<file path="src/rtl/mem_bist_ctrl.sv">
// March-free BIST controller: writes seed^address to every RAM word, reads the
// whole array back, and reports pass, mismatch count and first failing address.
module mem_bist_ctrl #(
    parameter int Data_width = 32,
    parameter int Addr_width = 7
) (
    input  logic                  clk,
    input  logic                  reset,
    input  logic                  start,
    input  logic [Data_width-1:0] seed,
    output logic                  mem_we,
    output logic [Addr_width-1:0] mem_address,
    output logic [Data_width-1:0] mem_d,
    input  logic [Data_width-1:0] mem_q,
    output logic                  busy,
    output logic                  done,
    output logic                  pass,
    output logic [Addr_width:0]   err_count,
    output logic [Addr_width-1:0] fail_addr
);

    typedef enum logic [2:0] {IDLE, WRITE, READ, DRAIN, DONE} state_t;

    localparam logic [Addr_width-1:0] LastAddr = '1;

    state_t                  state_q;
    logic [Addr_width-1:0]   addr_q;
    logic [Data_width-1:0]   seed_q;
    logic                    rd_valid_q;
    logic [Addr_width-1:0]   rd_addr_q;
    logic [Addr_width:0]     err_q;
    logic [Addr_width-1:0]   fail_q;
    logic                    pass_q;
    logic                    we_q;
    logic [Data_width-1:0]   d_q;
    logic                    busy_q;
    logic                    done_q;

    logic [Addr_width-1:0]   addr_inc_d;
    logic                    mismatch_d;
    logic [Addr_width:0]     err_d;

    function automatic logic [Data_width-1:0] pattern(input logic [Data_width-1:0] s,
                                                      input logic [Addr_width-1:0] a);
        return s ^ Data_width'(a);
    endfunction

    // The RAM returns data one cycle after the address, so the compare uses the
    // address copy captured alongside the read-valid flag.
    always_comb begin
        addr_inc_d = addr_q + Addr_width'(1);
        mismatch_d = rd_valid_q && (mem_q != pattern(seed_q, rd_addr_q));
        err_d      = err_q + (Addr_width+1)'(mismatch_d);
    end

    always_ff @(posedge clk or posedge reset) begin
        if (reset) begin
            state_q    <= IDLE;
            addr_q     <= '0;
            seed_q     <= '0;
            rd_valid_q <= 1'b0;
            rd_addr_q  <= '0;
            err_q      <= '0;
            fail_q     <= '0;
            pass_q     <= 1'b0;
            we_q       <= 1'b0;
            d_q        <= '0;
            busy_q     <= 1'b0;
            done_q     <= 1'b0;
        end else begin
            if (mismatch_d) begin
                err_q <= err_d;
                if (err_q == '0) begin
                    fail_q <= rd_addr_q;
                end
            end

            // Outputs are registered, so each branch loads the values for the
            // state being entered rather than the state being left.
            case (state_q)
                IDLE: begin
                    if (start) begin
                        seed_q  <= seed;
                        err_q   <= '0;
                        fail_q  <= '0;
                        addr_q  <= '0;
                        we_q    <= 1'b1;
                        d_q     <= pattern(seed, '0);
                        busy_q  <= 1'b1;
                        state_q <= WRITE;
                    end
                end
                WRITE: begin
                    if (addr_q == LastAddr) begin
                        addr_q  <= '0;
                        we_q    <= 1'b0;
                        d_q     <= '0;
                        state_q <= READ;
                    end else begin
                        addr_q <= addr_inc_d;
                        d_q    <= pattern(seed_q, addr_inc_d);
                    end
                end
                READ: begin
                    rd_valid_q <= 1'b1;
                    rd_addr_q  <= addr_q;
                    if (addr_q == LastAddr) begin
                        addr_q  <= '0;
                        state_q <= DRAIN;
                    end else begin
                        addr_q <= addr_inc_d;
                    end
                end
                DRAIN: begin
                    rd_valid_q <= 1'b0;
                    busy_q     <= 1'b0;
                    done_q     <= 1'b1;
                    pass_q     <= (err_d == '0);
                    state_q    <= DONE;
                end
                DONE: begin
                    done_q  <= 1'b0;
                    state_q <= IDLE;
                end
                default: state_q <= IDLE;
            endcase
        end
    end

    assign mem_we      = we_q;
    assign mem_address = addr_q;
    assign mem_d       = d_q;
    assign busy        = busy_q;
    assign done        = done_q;
    assign pass        = pass_q;
    assign err_count   = err_q;
    assign fail_addr   = fail_q;

endmodule

</file>
<file path="config.mk">
export PLATFORM = sky130hd
export DESIGN_NAME = mem_bist_ctrl
export DESIGN_NICKNAME = d
export VERILOG_FILES = /design/src/rtl/mem_bist_ctrl.sv
export SDC_FILE = /design/constraint.sdc
export NUM_CORES = 1
export LEC_CHECK = 0
export ABC_AREA = 1
export CELL_PAD_IN_SITES_DETAIL_PLACEMENT = 0
export CELL_PAD_IN_SITES_GLOBAL_PLACEMENT = 2
export CORE_ASPECT_RATIO = 1.1
export CORE_MARGIN = 2
export CORE_UTILIZATION = 30
export DETAILED_ROUTE_END_ITERATION = 8
export GPL_ROUTABILITY_DRIVEN = 1
export PLACE_DENSITY = 0.91
export SLEW_MARGIN = 20
export SYNTH_ARGS = -nofsm -noshare
export SYNTH_HDL_FRONTEND = slang
export SYNTH_SLANG_ARGS = --single-unit
</file>
<file path="constraint.sdc">
create_clock -name clk -period 11.2 [get_ports clk]
set_clock_uncertainty 0.05 [all_clocks]
set_input_delay 3.36 -clock clk [delete_from_list [all_inputs] [get_ports clk]]
set_output_delay 3.36 -clock clk [all_outputs]
set_load 0.01 [all_outputs]
</file>
==> results by stage, run 1 <==
Clock network:
- The maximum root-to-sink buffer count is 2.
- The number of buffers inserted during clock tree synthesis is 9.
- TritonCTS built the clock tree.
- The post-cts sizing count is 0.
- Clock tree synthesis found a total of 101 sinks.
- The hold-fix buffer count after cts is 0.
- The clock tree synthesis step divided the H-tree into 3 levels.
- The root buffer cell is sky130_fd_sc_hd__clkbuf_16.
- The clock latency reported for the late side of the worst-skew pair is 350 ps.
- After clock tree synthesis, the clock-pin slew on the worst setup and hold paths is 70 ps.
- The count of buffers added by post-CTS timing repair for setup is 0.

Hold path:
- The launch point of the worst hold path is busy.
- The type of the worst min-delay path is reg -> reg.

Setup path:
- The worst setup path is captured at a flip-flop.
- The cell family contributing the most delay on the critical path is simple AND/OR/NAND/NOR gates.
- For this run, the slowest stage of the critical path takes 480 ps.
- The largest individual stage delay along the critical path comes from the cell sky130_fd_sc_hd__clkdlybuf4s50_1.
- The worst endpoint required time is 11,390 ps.
- Walking the worst path, the cells encountered are clkdlybuf4s50_1 -> inv_1 -> nand2_1 -> nand2_1 -> nor2_1 -> nand2_1 -> nor2_1 -> nand2_1 -> nor2_2 -> nand2_2 -> nand2_1 -> inv_2 -> ha_1 -> ha_1 -> nand3_1 -> nor3_1 -> xor2_1 -> nand3_2 -> nand2_1 -> nor2_1.
- The critical path starts at mem_q[13].
- Along the worst path, the maximum fanout reaches 15.
- The worst flop-to-flop path startpoint is rd_addr_q[3].
- The critical path arrival is 6070 ps.
- The critical path is of the in -> reg type.
- The kind of start point of the critical path is a primary input.
- Together, buffers and inverters on the worst path number 3.
- In this design, the critical path's most frequently occurring cell is sky130_fd_sc_hd__nand2_1.

Global routing:
- In the global route stage, met1 resource usage came out at 21.2%.
- The combined global-route utilization of all metal layers is 16.0%.
- The pin count of the biggest net entering global routing is 68.
- The total overflow left after global routing is 0.
- Global routing used 26.1% of the available met2 tracks.
- The number of global-route vias before repair is 4,455.
- After global routing, the most crowded layer is met2.
- Global routing consumed, on the met3 layer, 2.56% of the routing resources.
- The initial antenna violation count is 0.
- The first global-routing pass estimated 22,400 microns of wire.

Floorplanning:
- From bottom edge to top edge, the die measures 140 microns.
- The area enclosed by the die boundary is 17,900 sq um.
- The row count is 49.
- The placeable core area is 16,400 sq um.
- 125 I/O pins were placed.
- Measured along the x axis, the die boundary spans 128 microns.
- The starting utilization of the core area is 30.7%.

Synthesis:
- In the synthesized netlist the dominant register cell turns out to be sky130_fd_sc_hd__dfrtp_1.
- The netlist area before placement is 5050 sq um.
- The share of synthesized flip-flops with an asynchronous set or reset is 100%.
- Yosys printed 0 warnings.
- The number of nets in the synthesized netlist is 724.
- The synthesized design contains 0 enable-type register cells.
- After synthesis, the largest area contributor takes up 50.1% of total cell area.
- The most numerous cell in the Yosys netlist is sky130_fd_sc_hd__nand2_1.
- The mean area per synthesized cell is 7.72 sq um.
- After synthesis, the cell types taking the most area are sky130_fd_sc_hd__dfrtp_1 (50%), sky130_fd_sc_hd__nand2_1 (16%), sky130_fd_sc_hd__inv_1 (7.4%).
- The largest total area in the synthesized netlist belongs to sky130_fd_sc_hd__dfrtp_1.
- After synthesis, the netlist uses 29 different library cells.
- In this run, synthesis produced a sequential element count of 101.
- The share of the Yosys chip area taken by registers is 50.1%.
- Synthesis produced 654 cells.
- In the synthesized netlist, the cells that appear most often are sky130_fd_sc_hd__nand2_1 (219), sky130_fd_sc_hd__dfrtp_1 (101), sky130_fd_sc_hd__inv_1 (100).

Cells and area:
- With fillers left out, the area of the finished cells amounts to 6740 sq um.
- Of the cells placed in the final design, the portion with a size suffix greater than 1 is 4.88%.
- For this run, the post-layout net count is 844.
- The area growth from synthesis to layout is 33.5%.
- At the end of the flow the core is filled with cells to 41.0%.

Power:
- In this run the power spent charging and discharging nets is 780 uW.
- VDD sags by at most 0.136 mV.
- The share of total power dissipated in the clock network is 15.8%.
- The total power density per cell area is 280 nW/um^2.
- Of the total power, the share spent switching nets is 41.4%.
- The part of the total power dissipated in sequential elements is 36.0%.
- Per report_power, the combinational group accounts for 48.2% of the total.
- For this design the static power due to leakage is 3.29 nW.
- The internal power of the cells is 1.11 mW.

STA:
- The max-slew violation count was 0.
- Setup violations remaining at the end of the flow were counted as 0.
- The final critical path time including I/O delays and setup is 5880 ps.
- At the pin with the least slew margin, the transition time is 911 ps.
- The final hold violation count came to 0.
- The setup total negative slack is 0 ps.
- Setup repair after global routing left no endpoint under its margin.
- Across all hold checks on the routed design, the worst slack comes to 446 ps.
- Measured against its own limit, the worst slew margin works out to 39.3%.
- The worst path uses 52.5% of the clock period.
- The achievable frequency is 170 MHz.

Routing:
- The remaining routing DRC violations is 0.
- The count of nets left with antenna violations once routing finished came out at 0.
- In the routed layout, each cell is associated on average with a via count of 4.55.
- The iteration-0 DRC count of the detailed router is 233.
- The length of the first detailed-routing pass in iterations is 4.
- The detailed-route via count is 4,471.
- The routed wire length per instance is 14.1 microns.
- The wire length reported by the detailed router is 13,800 microns.

Placement:
- The placer congestion estimate is 0.788.
- The number of buffer cells added on primary ports is 124.
- Detailed placement finished with a half-perimeter wire length of 9910 microns.
- The cell area after placement is 6460 sq um.

Status:
- The flow ran to the end, and the final reports show no timing, DRC or antenna violations.

Run:
- The tool flagged a number of max-cap violations equal to 0.
==> logic make-up after synthesis <==
family          after synthesis  share of synthesized area, %
fa+ha+maj                     3                         0.744
compound gates               83                          9.94
simple gates                323                          26.0
flops                       101                          50.1
xor+xnor                     17                          2.95
buf+inv                     127                          10.3
==> worst paths after layout <==
check                                to  slack [ps]  cells after the start
min in group asynchronous     mem_d[13]        3360                      2
setup reg to reg           err_count[7]        8380                     18
hold reg to reg                    busy         450                      2
hold / removal                     busy         450                      2
setup / recovery           err_count[6]        5320                     20
max in group asynchronous  err_count[4]        6530                      3
==> registers in the layout, indices dropped and copies added (netlist names) <==
register	cells
mem_d	32
seed_q	32
err_count	8
fail_addr	7
mem_address	7
rd_addr_q	7
state_q	3
busy	1
done	1
mem_we	1
pass	1
rd_valid_q	1
==> metal layers <==
layer  routed length, microns  up-vias
met5                        0        -
met4                      274        0
met3                      707       15
met2                     6460      105
met1                     6390     2076
li1                         -     2275
==> through the flow <==
step / instances / total power, mW / worst slack [ps]
final: 983 / 1.89 / 5320
after global routing: 982 / 2.05 / 5040
after detailed placement: 967 / 1.60 / 4970
after CTS: 982 / 1.92 / 5320
after global placement: 967 / 1.58 / 5000
after floorplan: 654 / 1.21 / 5140
==> tightest hold or removal path: stages (launching register included) <==
cell	delay, ps
sky130_fd_sc_hd__dfrtp_1	350
sky130_fd_sc_hd__nand2_1	60
sky130_fd_sc_hd__nand2_1	50
==> final cells by class <==
class | count | area, sq um
sequential | 101 | 2530
inverter | 109 | 413
clock inverter | 3 | 18.8
fill | 1677 | 9690
antenna | 1 | 2.50
multi-input combinational | 426 | 2000
tap | 204 | 255
clock buffer | 12 | 256
timing repair buffer | 127 | 1260
==> power groups by stage <==
stage	combinational [mW]	sequential, mW	clock [mW]
after global routing	1.02	0.703	0.329
after global placement	0.906	0.678	0
final	0.909	0.678	0.298
after floorplan	0.521	0.692	0
after CTS	0.923	0.681	0.311
after detailed placement	0.918	0.685	0
==> placed cells by master (no fill, tap or decap), drive strengths merged, types with 6 or more instances in the layout <==
cell	count
inv	109
o211ai	29
o21ai	45
o22ai	6
dfrtp	101
xor2	13
nand2	221
clkbuf	12
nand3	27
nor2	61
clkdlybuf4s50	124
Power figures use the tool's default switching activity.
==> run 2: changes to the inputs <==
CORE_UTILIZATION = 28   (was 30)
PLACE_DENSITY = 0.86   (was 0.91)
clock period = 5.72 ns   (was 11.2 ns; I/O delays follow)
==> run 2 against run 1 <==
Compared with the run above: register-to-register slack got worse by 5600 ps; clock power up 120%; non-clock buffer count increased by 1; final cell count up 3.6%; critical path type unchanged; clock-buffer cell count decreased by 1.
==> results by stage, run 2 (synthesis gave the netlist of run 1 again) <==
Status:
- The flow ran to the end, and the final reports show no timing, DRC or antenna violations.

Routing:
- The remaining antenna violation count after routing is 0 (unchanged).
- After detailed routing, no signal wire sits above met4.
- The sum of routed wire segments on met1 came to 6660 microns (+4.2%).
- The wire length reported by the detailed router is 14,100 microns (+1.9%).
- The iteration-0 DRC count of the detailed router came to 258 (+11%).
- The routed wire length per instance is 13.8 microns (-1.6%).
- The detailed-route via count is 4,447 (-0.54%).
- The length of the first detailed-routing pass in iterations is 5 (+1).
- The routed length on met3 came to 483 microns (-32%).
- The remaining routing DRC violations is 0 (unchanged).
- The post-detailed-route via-to-cell ratio is 4.37 (-4.0%).
- The routed length on met2 is 6600 microns (+2.2%).

Setup path:
- The depth of the most critical reg-to-reg path is 19 (+1).
- The worst flop-to-flop path startpoint is rd_addr_q[4].
- The worst register-to-register path ends at err_count[7].
- The critical path class is in -> reg.
- The worst setup path is launched from a primary input.
- The critical path goes through clkdlybuf4s50_1 -> inv_1 -> nand2_1 -> nand2_1 -> nand3_1 -> nor2_1 -> nand2_1 -> nor2_2 -> nand2_2 -> nand2_1 -> inv_2 -> ha_1 -> nand3_1 -> nor3_1 -> nand3_1 -> xor2_1 -> inv_1 -> nand3_1 -> nand2_1 -> nor2_1.
- The largest fanout on the critical path was 15 (unchanged).
- The critical path arrival is 4480 ps (-1590 ps).
- STA classifies the critical path endpoint as a flip-flop.
- The longest individual stage delay on the worst path is 490 ps (about the same).
- The cell type of the slowest stage on the worst timing path is sky130_fd_sc_hd__clkdlybuf4s50_1.
- The worst endpoint required time is 5910 ps (-5480 ps).
- The critical path ends at err_count[7].
- The most common cell type on the critical path is sky130_fd_sc_hd__nand2_1.
- The reg2reg setup slack came to 2800 ps (-5580 ps).
- The critical path starts at mem_q[29].

STA:
- The post-route worst hold slack is 436 ps (-10.1 ps).
- The slew at the pin with the worst max-slew slack is 926 ps (+14.5 ps).
- The achievable frequency is 233 MHz.
- The max-slew violation count was 0 (unchanged).
- Counting I/O delays and the setup requirement, the final critical path takes 4290 ps.
- The relative slew slack is 38.3% (-0.97 points).
- The setup total negative slack is 0 ps (unchanged).
- Setup repair after global routing left no endpoint under its margin.
- The final number of setup-violating endpoints is 0 (unchanged).
- The final hold violation count is 0 (unchanged).
- The worst setup margin is 1430 ps (-3890 ps).
- The post-route clock period utilization is 75.0%.

Clock network:
- The clock-pin slew on the worst setup and hold paths is 70 ps (about the same).
- The cell sitting at the root of the clock tree is a sky130_fd_sc_hd__clkbuf_16.
- The CTS tree is built.
- The clock latency reported for the late side of the worst-skew pair is 350 ps (about the same).
- The H-tree depth reported by CTS is 3 (unchanged).
- The number of sinks handled by clock tree synthesis is 101 (unchanged).
- The hold-fix buffer count after cts came to 0 (unchanged).
- The number of buffers inserted during clock tree synthesis was 9 (unchanged).
- The count of buffers added by post-CTS timing repair for setup came to 0 (unchanged).
- The maximum root-to-sink buffer count was 2 (unchanged).
- The post-cts sizing count is 0 (unchanged).

Global routing:
- The first-pass GRT wire length was 23,100 microns (+2.8%).
- The number of global-route vias before repair is 4,593 (+3.1%).
- The total congestion overflow is 0 (unchanged).
- The pin count of the biggest net entering global routing is 73 (+7.4%).
- The initial antenna violation count is 0 (unchanged).
- The combined global-route utilization of all metal layers was 15.4% (-0.62 points).

Cells and area:
- The final-layout fill cell count was 1,833 (+9.3%).
- The number of inserted diodes is 0 (-1).
- The final net count came to 845 (+0.12%).
- The cell area after layout is 6820 sq um (+1.2%).
- The library cell used most frequently in the layout, excluding fill and tap cells, is sky130_fd_sc_hd__nand2_1.
- The area growth from synthesis to layout is 35.1%.
- In the layout the commonest cells are sky130_fd_sc_hd__nand2_1 (219), sky130_fd_sc_hd__clkdlybuf4s50_1 (124), sky130_fd_sc_hd__dfrtp_1 (101), sky130_fd_sc_hd__inv_1 (99), sky130_fd_sc_hd__nor2_1 (56).
- The number of non-filler instances in the completed layout was 1,018 (+3.6%).
- The fraction of layout instances using a drive strength above 1 was 5.26% (+0.37 points).

Power:
- The total power density per cell area is 552 nW/um^2 (+97%).
- The static leakage was 3.31 nW (+0.70%).
- The worst-case vdd ir drop came to 0.310 mV (+130%).

Placement:
- The post-place setup slack is 1130 ps (-3840 ps).
- The number of buffer cells added on primary ports came to 124 (unchanged).
- The sum of net half-perimeters after detailed placement came to 10,100 microns (+1.5%).
- The cell area after placement is 6510 sq um (+0.77%).
- The placer congestion estimate is 0.837 (+6.3%).
- The total placed cells including tap cells was 1,002 (+3.6%).

Floorplanning:
- The starting utilization of the core area is 28.6% (-2.2 points).
- The number of placed I/O pins was 125 (unchanged).
- The y dimension of the die is 145 microns (+3.4%).
- The placeable core area is 17,700 sq um (+7.6%).
- The row count came to 51 (+4.1%).
- The die outline width was 132 microns (+3.4%).
- The area enclosed by the die boundary is 19,100 sq um (+6.9%).

Hold path:
- The instance count along the most critical hold path came to 2 (unchanged).
- The tightest min-delay check is of the reg -> reg type.

Run:
- The total of max-cap violations came to 0 (unchanged).
## run 2: cell count changes in the layout (fill, tap and decap cells not counted)
cell / previous run / this run
sky130_fd_sc_hd__buf_4: 3 / 4
sky130_fd_sc_hd__clkbuf_1: 1 / 0
sky130_fd_sc_hd__clkinv_4: 0 / 1
sky130_fd_sc_hd__inv_2: 8 / 9
sky130_fd_sc_hd__bufinv_16: 0 / 1
sky130_fd_sc_hd__diode_2: 1 / 0
sky130_fd_sc_hd__clkinv_2: 3 / 2
## run 2: area by class of cell
class                   instances  area, sq um  share of cell area (%)
flip-flops and latches        101         2530                    37.1
multi-input cells             426         2000                    29.4
repair buffers                128         1270                    18.6
inverters                     109          412                    6.04
well taps                     238          298                    4.37
clock buffers                  11          253                    3.71
clock inverters                 5         57.6                   0.844
## run 2: how the worst min path moves through the flow
stage | from | to
3_3_place_gp | busy | busy
2_1_floorplan | rd_addr_q[5] | rd_addr_q[5]
6_report | busy | busy
5_1_grt | mem_d[8] | mem_d[8]
3_5_place_dp | busy | busy
4_1_cts | busy | busy
## run 2: worst max-delay path: cells and delay by family
family	cells	cell delay, ps
xor gates and xnor gates	1	170
and+or+nand+nor	14	1620
adders and majority gates	1	190
buffers and inverters	4	780
## run 2: layer usage
layer,vias up,global-route usage (%)
met5,-,0
li1,2273,-
met4,0,6.86
met3,18,2.72
met1,2069,19.5
met2,87,25.8
## run 2: report_power, final
part | internal, mW | switching (mW)
clock | 0.364 | 0.279
sequential | 1.06 | 0.265
combinational | 0.787 | 1.01
## run 2: through the flow
stage	total power, mW	util (%)
2_1_floorplan	2.37	-
3_3_place_gp	3.10	36.8
5_1_grt	4.08	38.6
6_report	3.76	38.6
4_1_cts	3.82	38.6
3_5_place_dp	3.14	36.8
==> run 3: changes to the inputs <==
CORE_UTILIZATION = 25   (was 28)
PLACE_DENSITY = 0.82   (was 0.86)
clock period = 3.63 ns   (was 5.72 ns; I/O delays follow)
==> run 3 against run 2 <==
Compared with the run above: power increased by 57%; critical path depth stayed put; utilization shrank 3.7 points; sequential share of layout area is 0.44 points lower; wire length grew 0.33%; combinational power grew 62%; setup slack worse by 1100 ps; via count is 0.67% lower; first-iteration DRC count down 10%; global-route usage down 1.5 points; critical endpoint is now err_count[6]; largest power group unchanged; highest routed layer unchanged.
==> results by stage, run 3 (synthesis gave the netlist of run 1 again) <==
Status:
- The run finished with clean final reports.

Placement:
- The sum of net half-perimeters after detailed placement was 10,100 microns (about the same).
- The placer congestion estimate is 0.779 (-6.9%).
- The number of buffer cells added on primary ports is 124 (unchanged).
- The cell area after placement is 6620 sq um (+1.7%).

Cells and area:
- The number of inserted diodes came to 0 (unchanged).
- From synthesis to final layout, the design area changed by 36.8%.
- The share of the core filled with cells is 34.9% (-3.7 points).
- The cell area after layout was 6900 sq um (+1.2%).
- The final net count came to 854 (+1.1%).
- The library cell used most frequently in the layout, excluding fill and tap cells, is sky130_fd_sc_hd__nand2_1.
- In the layout the commonest cells are sky130_fd_sc_hd__nand2_1 (219), sky130_fd_sc_hd__clkdlybuf4s50_1 (124), sky130_fd_sc_hd__dfrtp_1 (101), sky130_fd_sc_hd__inv_1 (99), sky130_fd_sc_hd__nor2_1 (54).
- The fraction of layout instances using a drive strength above 1 is 6.47% (+1.2 points).

Power:
- The internal power of the cells was 3.48 mW (+57%).
- The static leakage was 3.34 nW (+1.0%).
- The total power is 5.89 mW (+57%).
- The switching component of the power is 2.41 mW (+56%).
- The proportion of power drawn by combinational gates is 49.3% (+1.6 points).
- The clock group share of total power is 15.9% (-1.2 points).
- The part of the total power dissipated in sequential elements came to 34.8% (-0.4 points).
- The total power density per cell area is 853 nW/um^2 (+55%).
- The worst-case vdd ir drop is 0.301 mV (-3.0%).
- The switching fraction of total power was 40.9% (-0.26 points).

STA:
- The post-route worst hold slack is 440 ps (+3.85 ps).
- The slew at the pin with the worst max-slew slack came to 578 ps (-348 ps).
- Setup repair after global routing left no endpoint under its margin.
- Static timing analysis puts the maximum clock frequency at 300 MHz.
- The final critical path time including I/O delays and setup is 3330 ps.
- The final hold violation count is 0 (unchanged).
- The setup total negative slack was 0 ps (unchanged).
- The post-route clock period utilization is 91.7%.
- The relative slew slack is 61.5% (+23 points).
- The final number of setup-violating endpoints is 0 (unchanged).
- The max-slew violation count is 0 (unchanged).

Global routing:
- The total congestion overflow came to 0 (unchanged).
- The pin count of the biggest net entering global routing is 102 (+40%).
- The initial antenna violation count is 0 (unchanged).
- The combined global-route utilization of all metal layers came to 13.9% (-1.5 points).
- The first-pass GRT wire length is 23,400 microns (+1.4%).
- The number of global-route vias before repair is 4,460 (-2.9%).

Routing:
- The routed length on met3 came to 506 microns (+4.8%).
- The routed wire length per instance is 13.6 microns (-1.8%).
- The post-detailed-route via-to-cell ratio came to 4.25 (-2.8%).
- The detailed-route via count was 4,417 (-0.67%).
- The sum of routed wire segments on met1 is 6780 microns (+1.8%).
- The remaining routing DRC violations came to 0 (unchanged).
- The length of the first detailed-routing pass in iterations is 4 (-1).
- The routed length on met2 came to 6560 microns (-0.73%).
- The remaining antenna violation count after routing is 0 (unchanged).
- The iteration-0 DRC count of the detailed router came to 231 (-10%).
- The wire length reported by the detailed router came to 14,100 microns (+0.33%).
- The highest routed metal layer is met4.

Clock network:
- The maximum root-to-sink buffer count was 2 (unchanged).
- The post-cts sizing count was 0 (unchanged).
- CTS placed an instance of sky130_fd_sc_hd__clkbuf_16 at the clock tree root.
- The H-tree depth reported by CTS is 3 (unchanged).
- The number of buffers inserted during clock tree synthesis was 9 (unchanged).
- The hold-fix buffer count after cts was 0 (unchanged).
- The number of sinks handled by clock tree synthesis is 101 (unchanged).
- The CTS tree is built.
- The count of buffers added by post-CTS timing repair for setup is 0 (unchanged).
- The clock-pin slew on the worst setup and hold paths is 70 ps (about the same).
- The clock latency reported for the late side of the worst-skew pair came to 360 ps (about the same).

Floorplanning:
- The area enclosed by the die boundary is 21,300 sq um (+12%).
- The starting utilization of the core area is 25.5% (-3.1 points).
- The y dimension of the die was 153 microns (+5.7%).
- The placeable core area is 19,800 sq um (+12%).
- The number of placed I/O pins is 125 (unchanged).
- The die outline width is 139 microns (+5.7%).
- The row count is 54 (+5.9%).

Setup path:
- The longest individual stage delay on the worst path was 480 ps (about the same).
- By startpoint and endpoint, the worst setup path is classified as in -> reg.
- The largest fanout on the critical path is 3 (-12).
- The kind of start point of the critical path is a primary input.
- The critical path arrival is 3520 ps (-960 ps).
- Grouping stages by cell kind, the critical path spends the most delay in simple AND/OR/NAND/NOR gates.
- The worst setup path is captured at a flip-flop.
- The worst endpoint required time came to 3830 ps (-2080 ps).
- The cell type of the slowest stage on the worst timing path is sky130_fd_sc_hd__clkdlybuf4s50_1.
- The buffer and inverter count on the worst path is 3 (-1).
- The most common cell type on the critical path is sky130_fd_sc_hd__nand2_1.
- The signal on the critical path passes through clkdlybuf4s50_1 -> inv_1 -> nand2_1 -> nand2_1 -> nor2_1 -> nand2_1 -> nor2_2 -> nand2_1 -> nor2_2 -> nand2_2 -> nand2_1 -> inv_2 -> ha_1 -> ha_1 -> nand3_1 -> nor3_1 -> xor2_1 -> nand3_2 -> nand2_1 -> nor2_1.

Hold path:
- The type of the worst min-delay path is reg -> reg.

Run:
- The total of max-cap violations is 0 (unchanged).
run 3: cell count changes in the layout (fill, tap and decap cells not counted):
cell | before | now
sky130_fd_sc_hd__buf_12 | 0 | 2
sky130_fd_sc_hd__nor2_2 | 5 | 7
sky130_fd_sc_hd__bufinv_16 | 1 | 0
sky130_fd_sc_hd__buf_4 | 4 | 11
sky130_fd_sc_hd__inv_6 | 1 | 0
sky130_fd_sc_hd__clkinvlp_4 | 0 | 1
sky130_fd_sc_hd__inv_4 | 1 | 0
sky130_fd_sc_hd__clkinv_2 | 2 | 3
sky130_fd_sc_hd__nor2_1 | 56 | 54
run 3: stage by stage:
| step | worst slack, ps | std cells |
|---|---|---|
| 2_1_floorplan | 709 | 654 |
| 3_3_place_gp | -109 | 1025 |
| 3_5_place_dp | -112 | 1025 |
| 4_1_cts | 261 | 1040 |
| 5_1_grt | 5.09 | 1040 |
| 6_report | 302 | 1040 |
run 3: final timing paths:
kind                             from  depth (start not counted)            to  slack (ps)
setup / recovery            mem_q[10]                         20  err_count[6]         300
hold / removal                   busy                          2          busy         440
setup reg to reg           seed_q[24]                         20  err_count[6]        1130
hold reg to reg                  busy                          2          busy         440
min in group asynchronous       reset                          3      mem_d[9]        1210
max in group asynchronous       reset                          3  err_count[0]        1900
run 3: power groups by stage:
stage / logic, mW / registers [mW] / clock network, mW
floorplan: 1.61 / 2.13 / 0
global placement: 2.95 / 2.08 / 0
detailed placement: 2.95 / 2.08 / 0
CTS: 2.97 / 2.06 / 0.976
global route: 3.31 / 2.14 / 1.02
finish: 2.90 / 2.05 / 0.938
run 3: layout make-up:
cell class / instances / area (sq um)
multi-input combinational: 426 / 2010
timing repair buffer: 137 / 1360
clock buffer: 11 / 253
clock inverter: 4 / 23.8
tap: 252 / 315
sequential: 101 / 2530
inverter: 109 / 413
fill: 2133 / 12900
run 3: routing by layer:
layer,vias up,track usage [%]
met1,2022,18.7
met3,17,2.16
met5,-,0
li1,2292,-
met2,86,22.4
met4,0,5.77
run 3: tightest hold or removal path, cell delays in order, from the launching register on:
cell                      delay (ps)
sky130_fd_sc_hd__dfrtp_1         340
sky130_fd_sc_hd__nand2_1          60
sky130_fd_sc_hd__nand2_1          60
